[config.mk]
export PLATFORM = sky130hd
export DESIGN_NAME = coeff_frame_deserializer
export DESIGN_NICKNAME = d
export VERILOG_FILES = /design/src/rtl/coeff_frame_deserializer.sv
export SDC_FILE = /design/constraint.sdc
export NUM_CORES = 1
export LEC_CHECK = 0
export ABC_AREA = 1
export CELL_PAD_IN_SITES_DETAIL_PLACEMENT = 1
export CELL_PAD_IN_SITES_GLOBAL_PLACEMENT = 1
export CORE_ASPECT_RATIO = 1.75
export CORE_MARGIN = 3
export CORE_UTILIZATION = 43
export CTS_BUF_LIST = sky130_fd_sc_hd__clkbuf_4 sky130_fd_sc_hd__clkbuf_8
export CTS_CLUSTER_SIZE = 8
export DETAILED_ROUTE_END_ITERATION = 10
export GPL_ROUTABILITY_DRIVEN = 0
export PLACE_DENSITY_LB_ADDON = 0.1
export SLEW_MARGIN = 10
export SYNTH_ARGS = -nofsm -noshare
export SYNTH_HDL_FRONTEND = slang
export SYNTH_SLANG_ARGS = --single-unit
[constraint.sdc]
create_clock -name clk -period 2.2 [get_ports clk]
set_clock_uncertainty 0.1 [all_clocks]
set_input_delay 0.55 -clock clk [delete_from_list [all_inputs] [get_ports clk]]
set_output_delay 0.55 -clock clk [all_outputs]
set_load 0.05 [all_outputs]
[src/rtl/coeff_frame_deserializer.sv]
// coeff_frame_deserializer
//
// Collects D consecutive W-bit coefficients from a valid/ready input stream into one packed
// frame and presents it, registered, on a valid/ready output. It feeds the bit-reverse
// permutation stage. Coefficient k (the k-th accepted, k = 0..D-1) sits at
// out_data[k*W +: W], so the frame is in natural (arrival) order.
//
// The block has two frame buffers. The fill buffer assembles the incoming frame, and the
// output register holds the presented frame. With out_ready held high, one frame per D cycles
// streams through with no gaps.
//
// Ports:
//   clk        clock; every register updates on the rising edge
//   rst        synchronous, active-high reset
//   in_data    coefficient (W bits)
//   in_valid   in_data is valid
//   in_last    final coefficient of a frame; sampled only on accept
//   in_ready   block can accept a coefficient (registered, no path from out_ready)
//   out_data   packed frame (D*W bits)
//   out_valid  out_data holds a complete frame
//   out_ready  downstream accepts the frame
//   err        sticky framing error (early or missing in_last); cleared only by rst

module coeff_frame_deserializer #(
  parameter int unsigned W  = 9,
  parameter int unsigned D  = 8,
  parameter int unsigned CW = $clog2(D)
) (
  input  logic           clk,
  input  logic           rst,
  input  logic [W-1:0]   in_data,
  input  logic           in_valid,
  input  logic           in_last,
  output logic           in_ready,
  output logic [D*W-1:0] out_data,
  output logic           out_valid,
  input  logic           out_ready,
  output logic           err
);

  logic [W-1:0]   fill_q [D];
  logic [CW-1:0]  count_q;
  logic           fill_full_q;
  logic [D*W-1:0] out_data_q;
  logic           out_valid_q;
  logic           err_q;

  logic           accept;
  logic           last_slot;
  logic           frame_done;
  logic           early_last;
  logic           slot_free;
  logic [D*W-1:0] frame_fill;
  logic [D*W-1:0] frame_new;

  assign in_ready  = ~fill_full_q;
  assign out_data  = out_data_q;
  assign out_valid = out_valid_q;
  assign err       = err_q;

  always_comb begin
    accept     = in_valid & ~fill_full_q;
    last_slot  = (count_q == CW'(D - 1));
    frame_done = accept & last_slot;
    early_last = accept & in_last & ~last_slot;
    slot_free  = ~out_valid_q | out_ready;

    // frame_fill is the held frame. frame_new is the frame that completes this cycle:
    // its last slot comes from the input bus because fill_q[D-1] is only written at this edge.
    frame_fill = '0;
    for (int k = 0; k < D; k++) begin
      frame_fill[k*W +: W] = fill_q[k];
    end
    frame_new = frame_fill;
    frame_new[(D-1)*W +: W] = in_data;
  end

  always_ff @(posedge clk) begin
    if (rst) begin
      for (int k = 0; k < D; k++) begin
        fill_q[k] <= '0;
      end
      count_q     <= '0;
      fill_full_q <= 1'b0;
      out_data_q  <= '0;
      out_valid_q <= 1'b0;
      err_q       <= 1'b0;
    end else begin
      if (accept) begin
        fill_q[count_q] <= in_data;
        // An early last drops the partial frame, so the next coefficient starts a fresh frame.
        if (early_last || last_slot) begin
          count_q <= '0;
        end else begin
          count_q <= count_q + CW'(1);
        end
      end

      if (early_last || (frame_done && !in_last)) begin
        err_q <= 1'b1;
      end

      // While a frame is held, in_ready is low, so frame_done cannot fire in the same cycle.
      if (fill_full_q) begin
        if (out_ready) begin
          out_data_q  <= frame_fill;
          fill_full_q <= 1'b0;
        end
      end else if (frame_done) begin
        if (slot_free) begin
          out_data_q  <= frame_new;
          out_valid_q <= 1'b1;
        end else begin
          fill_full_q <= 1'b1;
        end
      end else if (out_valid_q && out_ready) begin
        out_valid_q <= 1'b0;
      end
    end
  end

endmodule

# Word level (Yosys, flattened, before mapping)
# Memory sizes are Yosys's and may differ from the RTL's. A register that Yosys moved wholly into a read port is not among the register bits.
# Cells that the tools add are included.
[op_classes] addsub=1 multipliers=0 div_mod_pow=0 order_cmp=0 n_eq_ne=3 shifts=0 mux=20 bitwise_logic=8 reduce_logical=11
[op_table] operator="2-to-1 mux 72 bit" n=4
[op_table] operator="2-to-1 mux 1 bit" n=13
[op_table] operator="2-to-1 mux 9 bit" n=1
[op_table] operator="OR reduction 9 bit" n=1
[op_table] operator="2-to-1 mux 3 bit" n=2
[op_table] operator="AND reduction 3 bit" n=2
[op_table] operator="nonzero test 2 bit" n=3
[op_table] operator="bitwise AND 1 bit" n=4
[op_table] operator="adder 3 x 1 -> 3 bit, second input constant" n=1
[op_table] operator="equality test 3 bit, second input constant" n=1
[op_table] operator="inverter 1 bit" n=3
[op_table] operator="logical AND 1 bit" n=2
[op_table] operator="logical OR 1 bit" n=2
[op_table] operator="!= test 2 x 1 -> 1 bit, second input constant" n=1
[op_table] operator="!= test 2 bit, second input constant" n=1
[op_table] operator="logical NOT 1 bit" n=1
[op_table] operator="OR 1 bit" n=1
[totals] register_bits=78 latch_bits=0 mem_bits_rw=72 mem_bits_ro=0 inputBits=14 elab_cells=49 memories=1
[mem_list] memory="fill_q" words=8 word_bits=9 rd=8 rd_ports_with_merged_regs=1 wr=8 line="41" rtl="logic [W-1:0] fill_q [D];"

# Longest topological paths before layout
[logic_depth] ltp_word=7 depth_mapped=8 ltp_nobuf=7

# Least setup slack after synthesis
# No wires, ideal clock.
[synth_path] kind="register -> register" from="register fill_full_q" to="memory fill_q[1][0], enable pin" setup_ns=0.334 t_arrival_ns=1.606 t_required_ns=1.766 path_slack_ns=0.160 path_stages_with_launch=6 synth_period_minus_slack_ns=2.040 path_cell_list="dfxtp_1 inv_1 nand2_1 nor2_1 nand4_2 nand2_1"
[synth_lines] item="start, declared" line="43" rtl="logic fill_full_q;"
[synth_lines] item="start signal, assigned" line="84" rtl="fill_full_q <= 1'b0;"
[synth_lines] item="start signal, assigned" line="107" rtl="fill_full_q <= 1'b0;"
[synth_lines] item="start signal, assigned" line="114" rtl="fill_full_q <= 1'b1;"
[synth_lines] item="end, declared" line="41"

# Worst setup path after layout
[layout_path] from="register out_valid_q, in the netlist out_valid" to="output port out_valid"
[layout_lines] item="start, declared" line="45" rtl="logic out_valid_q;"
[layout_lines] item="start signal, assigned" line="86" rtl="out_valid_q <= 1'b0;"
[layout_lines] item="start signal, assigned" line="112" rtl="out_valid_q <= 1'b1;"
[layout_lines] item="start signal, assigned" line="117" rtl="out_valid_q <= 1'b0;"
[layout_lines] item="end, declared" line="36" rtl="output logic out_valid,"
# No word-level cell between the ends.

==> results.md <==
- The gate count after technology mapping is 633.
- The worst setup path is captured at a primary output.
- 0 antenna diodes ended up in the layout.
- The worst reg2reg path startpoint is count_q[2].
- The total global routing overflow is 0.
- Summing all non-filler instances in the final layout gives an area of 7690 um^2.
- The detailed route wirelength on metal3 is slightly below 700 um.
- The number of flops mapped to enable cells by yosys is roughly 70.
- The deepest level of the CTS H-tree is 4.
- Setup repair after global routing left no endpoint under its margin.
- The net count after synthesis is approximately 650.
- The setup check on the worst reg-to-reg path leaves a slack of around 430 ps.
- The initial antenna violation count is 0.
- In this run the static leakage power is 3.719 nW.
- Measured in cells, the most critical reg-to-reg path has a length of 6.
- The gate family responsible for the most delay along the worst path is buffers and inverters.
- The post-route non-filler standard cell count is around 940.
- The proportion of synthesized flip-flops having asynchronous set or reset is 0%.
- The slowest stage of the critical path is the sky130_fd_sc_hd__dlygate4sd2_1 cell.
- The total count of hold-check failures in the final report was 0.
- The number of buffer and inverter instances along the worst setup path is 1.
- Traced cell by cell, the critical path runs through dlygate4sd2_1.
- The average via count per standard cell is 5.090.
- The path with the worst hold slack has its endpoint at err.
- The floorplan die area is 15490 um^2.
- The fraction of the cycle the final worst path needs is between 80% and 90%.
- The share of the synthesized area in the top cell type is between 30% and 40%.
- Setup violations remaining at the end of the flow were counted as 0.
- Clock latency on the worst-skew pair, taken at its later pin, is between 400 and 500 ps.
- Derived from the worst setup path, the maximum achievable clock frequency is roughly 510 MHz.
- For this design the top-level I/O count stands at between 80 and 90.
- The endpoint of the worst-slack reg-to-reg timing path is fill_q[5][3].
- In this run the tightest slew margin relative to its limit is roughly two thirds.
- The post-layout utilization of the core is between 50 and 60%.
- In the post-synthesis netlist, the cell with the most instances is sky130_fd_sc_hd__nor2_1.
- After the first detailed-routing iteration, the DRC count stood at approximately 220.
- The power per unit of standard cell area is a little over 700 nW/um^2.
- Summing all placed instances gives a cell area of roughly 7300 um^2.
- The count of input and output buffers is 88.
- Across the VDD grid, the largest voltage drop is around 0.47 mV.
- At the placement stage, the worst setup path has a slack of -117.9 ps.
- For the worst setup path, the data arrival time is 1320 ps.
- Along the worst path, the maximum fanout reaches 3.
- The number of global-route vias before repair was approximately 5200.
- The die is 95.37 um wide.
- STA puts the critical path data required time at 1550 ps.
- On the worst path, the slowest cell contributes a delay of between 500 and 600 ps.
- Summed over all nets, wire length on met2 after detailed routing comes to approximately 8500 um.
- For this run, design rule violations remaining after detail routing come to 0.
- The tightest min-delay check is of the reg2reg type.
- The global-route usage over all layers is between 20% and 30%.
- The post-route antenna net violation count is 0.
- In the final routing, the length of wire on met1 measures 6127 um.
- The placeable core area is 13520 um^2.
- The run finished with clean final reports.
- TritonCTS created 17 clock buffers.
- The setup slack after layout is approximately 230 ps.
- Summed over all layers, the routed wires come to ~16000 um.
- In this run the most critical hold path is launched from err.
- STA classifies the critical path startpoint as a flop.
- Yosys attributes the largest share of cell area to sky130_fd_sc_hd__edfxtp_1, sky130_fd_sc_hd__dfxtp_1, sky130_fd_sc_hd__nor2_1, sky130_fd_sc_hd__nand3b_1, sky130_fd_sc_hd__nand2_1.
- The number of maximum-capacitance constraint violations is 0.
- For this run, the number of Yosys warnings is 0.
- The post-synthesis average cell area is about 9.5 um^2.
- The slew at the pin with the worst max-slew slack is roughly 500 ps.
- The number of rows created at floorplan is between 50 and 60.
- Entering global routing, the biggest net connects between 40 and 50 pins.
- Sorting the synthesized cells by how often they occur yields sky130_fd_sc_hd__nor2_1, sky130_fd_sc_hd__nand2_1, sky130_fd_sc_hd__dfxtp_1.
- Final hold analysis gives a worst-case slack of approximately 350 ps.
- The pre-antenna-repair detailed-routing pass consisted of 4 iterations.
- The effective utilization at floorplan is between 40 and 50%.
- The proportion of layout cells with a drive suffix above 1 is about 17%.
- After clock tree synthesis, the flow added hold-fix buffers numbering 0.
- The largest total area in the synthesized netlist belongs to sky130_fd_sc_hd__edfxtp_1.
- The total count of max-transition violations in the final report is 0.
- The count of placed standard cells including taps is roughly 910.
- The sequential-to-total area share from yosys stat is roughly three fifths.
- The clock tree root driver cell is sky130_fd_sc_hd__clkbuf_8.
- The TritonCTS clock tree is yes.
- The first global-routing pass estimated approximately 26000 um of wire.
- Compared with the post-synthesis result, the final layout area differs by 27.96%.
- The uppermost layer routed is met4.
- Once detailed placement completed, the half-perimeter wirelength came to about 11000 um.
- In this run the cell area of the synthesized design comes to around 6000 um^2.
- The maximum buffer depth of the clock tree is 2.
- The worst hold path stage count is 2.
- After detailed routing, the average wire length per cell comes to between 15 and 20 um.
- The flip-flop and latch count after synthesis is 150.
- In the final design database the tool counted ~770 nets.
- The final period demand of the worst path is 1971 ps.
- The most used flip-flop cell after synthesis is sky130_fd_sc_hd__dfxtp_1.
- The total vias in the final route is around 4800.
- The height of the die is 162.4 um.
- The number of clock sinks seen by CTS is 150.
- The count of distinct cell types in the synthesized netlist is 26.
- After clock tree synthesis, the clock-pin slew on the worst setup and hold paths is 80 ps.
- The worst setup path is of the reg2out kind.
-- kinds of logic (layout without fill, tap and decap cells) --
kind of cell | count (synthesis) | after routing | share of synthesized area, %
compound gates | 6 | 6 | 0.6039
fa+ha+maj | 2 | 2 | 0.4163
simple gates | 423 | 423 | 32.77
buf+inv | 52 | 182 | 4.247
flops | 150 | 150 | 61.96
-- state kept, by name, summed over array words and instances (netlist names) --
signal,cells
fill_q,72
out_data,72
count_q,3
err,1
fill_full_q,1
out_valid,1
-- worst max-delay path by stage --
stage	start	to	slack, ps	cells past startpoint
after floorplan	fill_full_q	fill_q[1][0]	160	5
after global placement	rst	fill_q[3][8]	-40	5
after detailed placement	rst	fill_q[3][7]	-120	5
after CTS	out_valid	out_valid	190	1
after global routing	out_valid	out_valid	140	1
final	out_valid	out_valid	230	1
-- repair_timing --
| item | in CTS | in global routing |
|---|---|---|
| endpoints found under the setup margin | 31 | 0 |
| gates resized for setup | 31 | 0 |
| setup buffers | 0 | 0 |
-- placed cells by master (no fill, tap or decap), types with 2 or more instances in the layout --
cell type,count
sky130_fd_sc_hd__nor2_1,229
sky130_fd_sc_hd__nand2_1,106
sky130_fd_sc_hd__dfxtp_1,78
sky130_fd_sc_hd__buf_4,74
sky130_fd_sc_hd__nand3b_1,72
sky130_fd_sc_hd__edfxtp_1,72
sky130_fd_sc_hd__dlygate4sd2_1,31
sky130_fd_sc_hd__clkbuf_8,17
sky130_fd_sc_hd__clkdlybuf4s50_1,13
sky130_fd_sc_hd__buf_12,12
sky130_fd_sc_hd__clkinv_1,10
sky130_fd_sc_hd__inv_1,8
sky130_fd_sc_hd__nand4_2,6
sky130_fd_sc_hd__bufinv_16,4
sky130_fd_sc_hd__inv_4,3
sky130_fd_sc_hd__inv_6,3
sky130_fd_sc_hd__nand3_2,2
sky130_fd_sc_hd__a21oi_1,2
sky130_fd_sc_hd__o21ai_0,2
sky130_fd_sc_hd__nand3_1,2
sky130_fd_sc_hd__ha_1,2
sky130_fd_sc_hd__clkbuf_4,2
sky130_fd_sc_hd__clkinvlp_4,2
-- final cells by class --
class	count	area, um^2
Tap cell	174	217.7
Fill cell	1571	5833
Multi-Input combinational cell	431	2031
Inverter	20	77.57
Clock inverter	13	193.9
Sequential cell	150	3724
Timing Repair Buffer	130	1197
Clock buffer	19	249.0
-- report_power, final --
group	total, W	internal, W	switching [W]
logic	0.000224	0.0000812	0.000143
clock network	0.00234	0.00128	0.00106
registers	0.00300	0.00298	0.0000200
total	0.00556	0.00434	0.00122
-- metal layers --
layer	vias to the layer above	track usage [%]
met5	-	0
met4	0	9.593
met3	34	5.363
met2	113	39.01
met1	2337	24.43
li1	2285	-
-- stage by stage --
step | setup TNS [ps] | power (W)
CTS | 0 | 0.005623
finish | 0 | 0.005562
global placement | -615.1 | 0.003276
floorplan | 0 | 0.003147
global route | 0 | 0.005775
detailed placement | -2151 | 0.003287
Note: power is estimated with default switching activity, not from simulation.
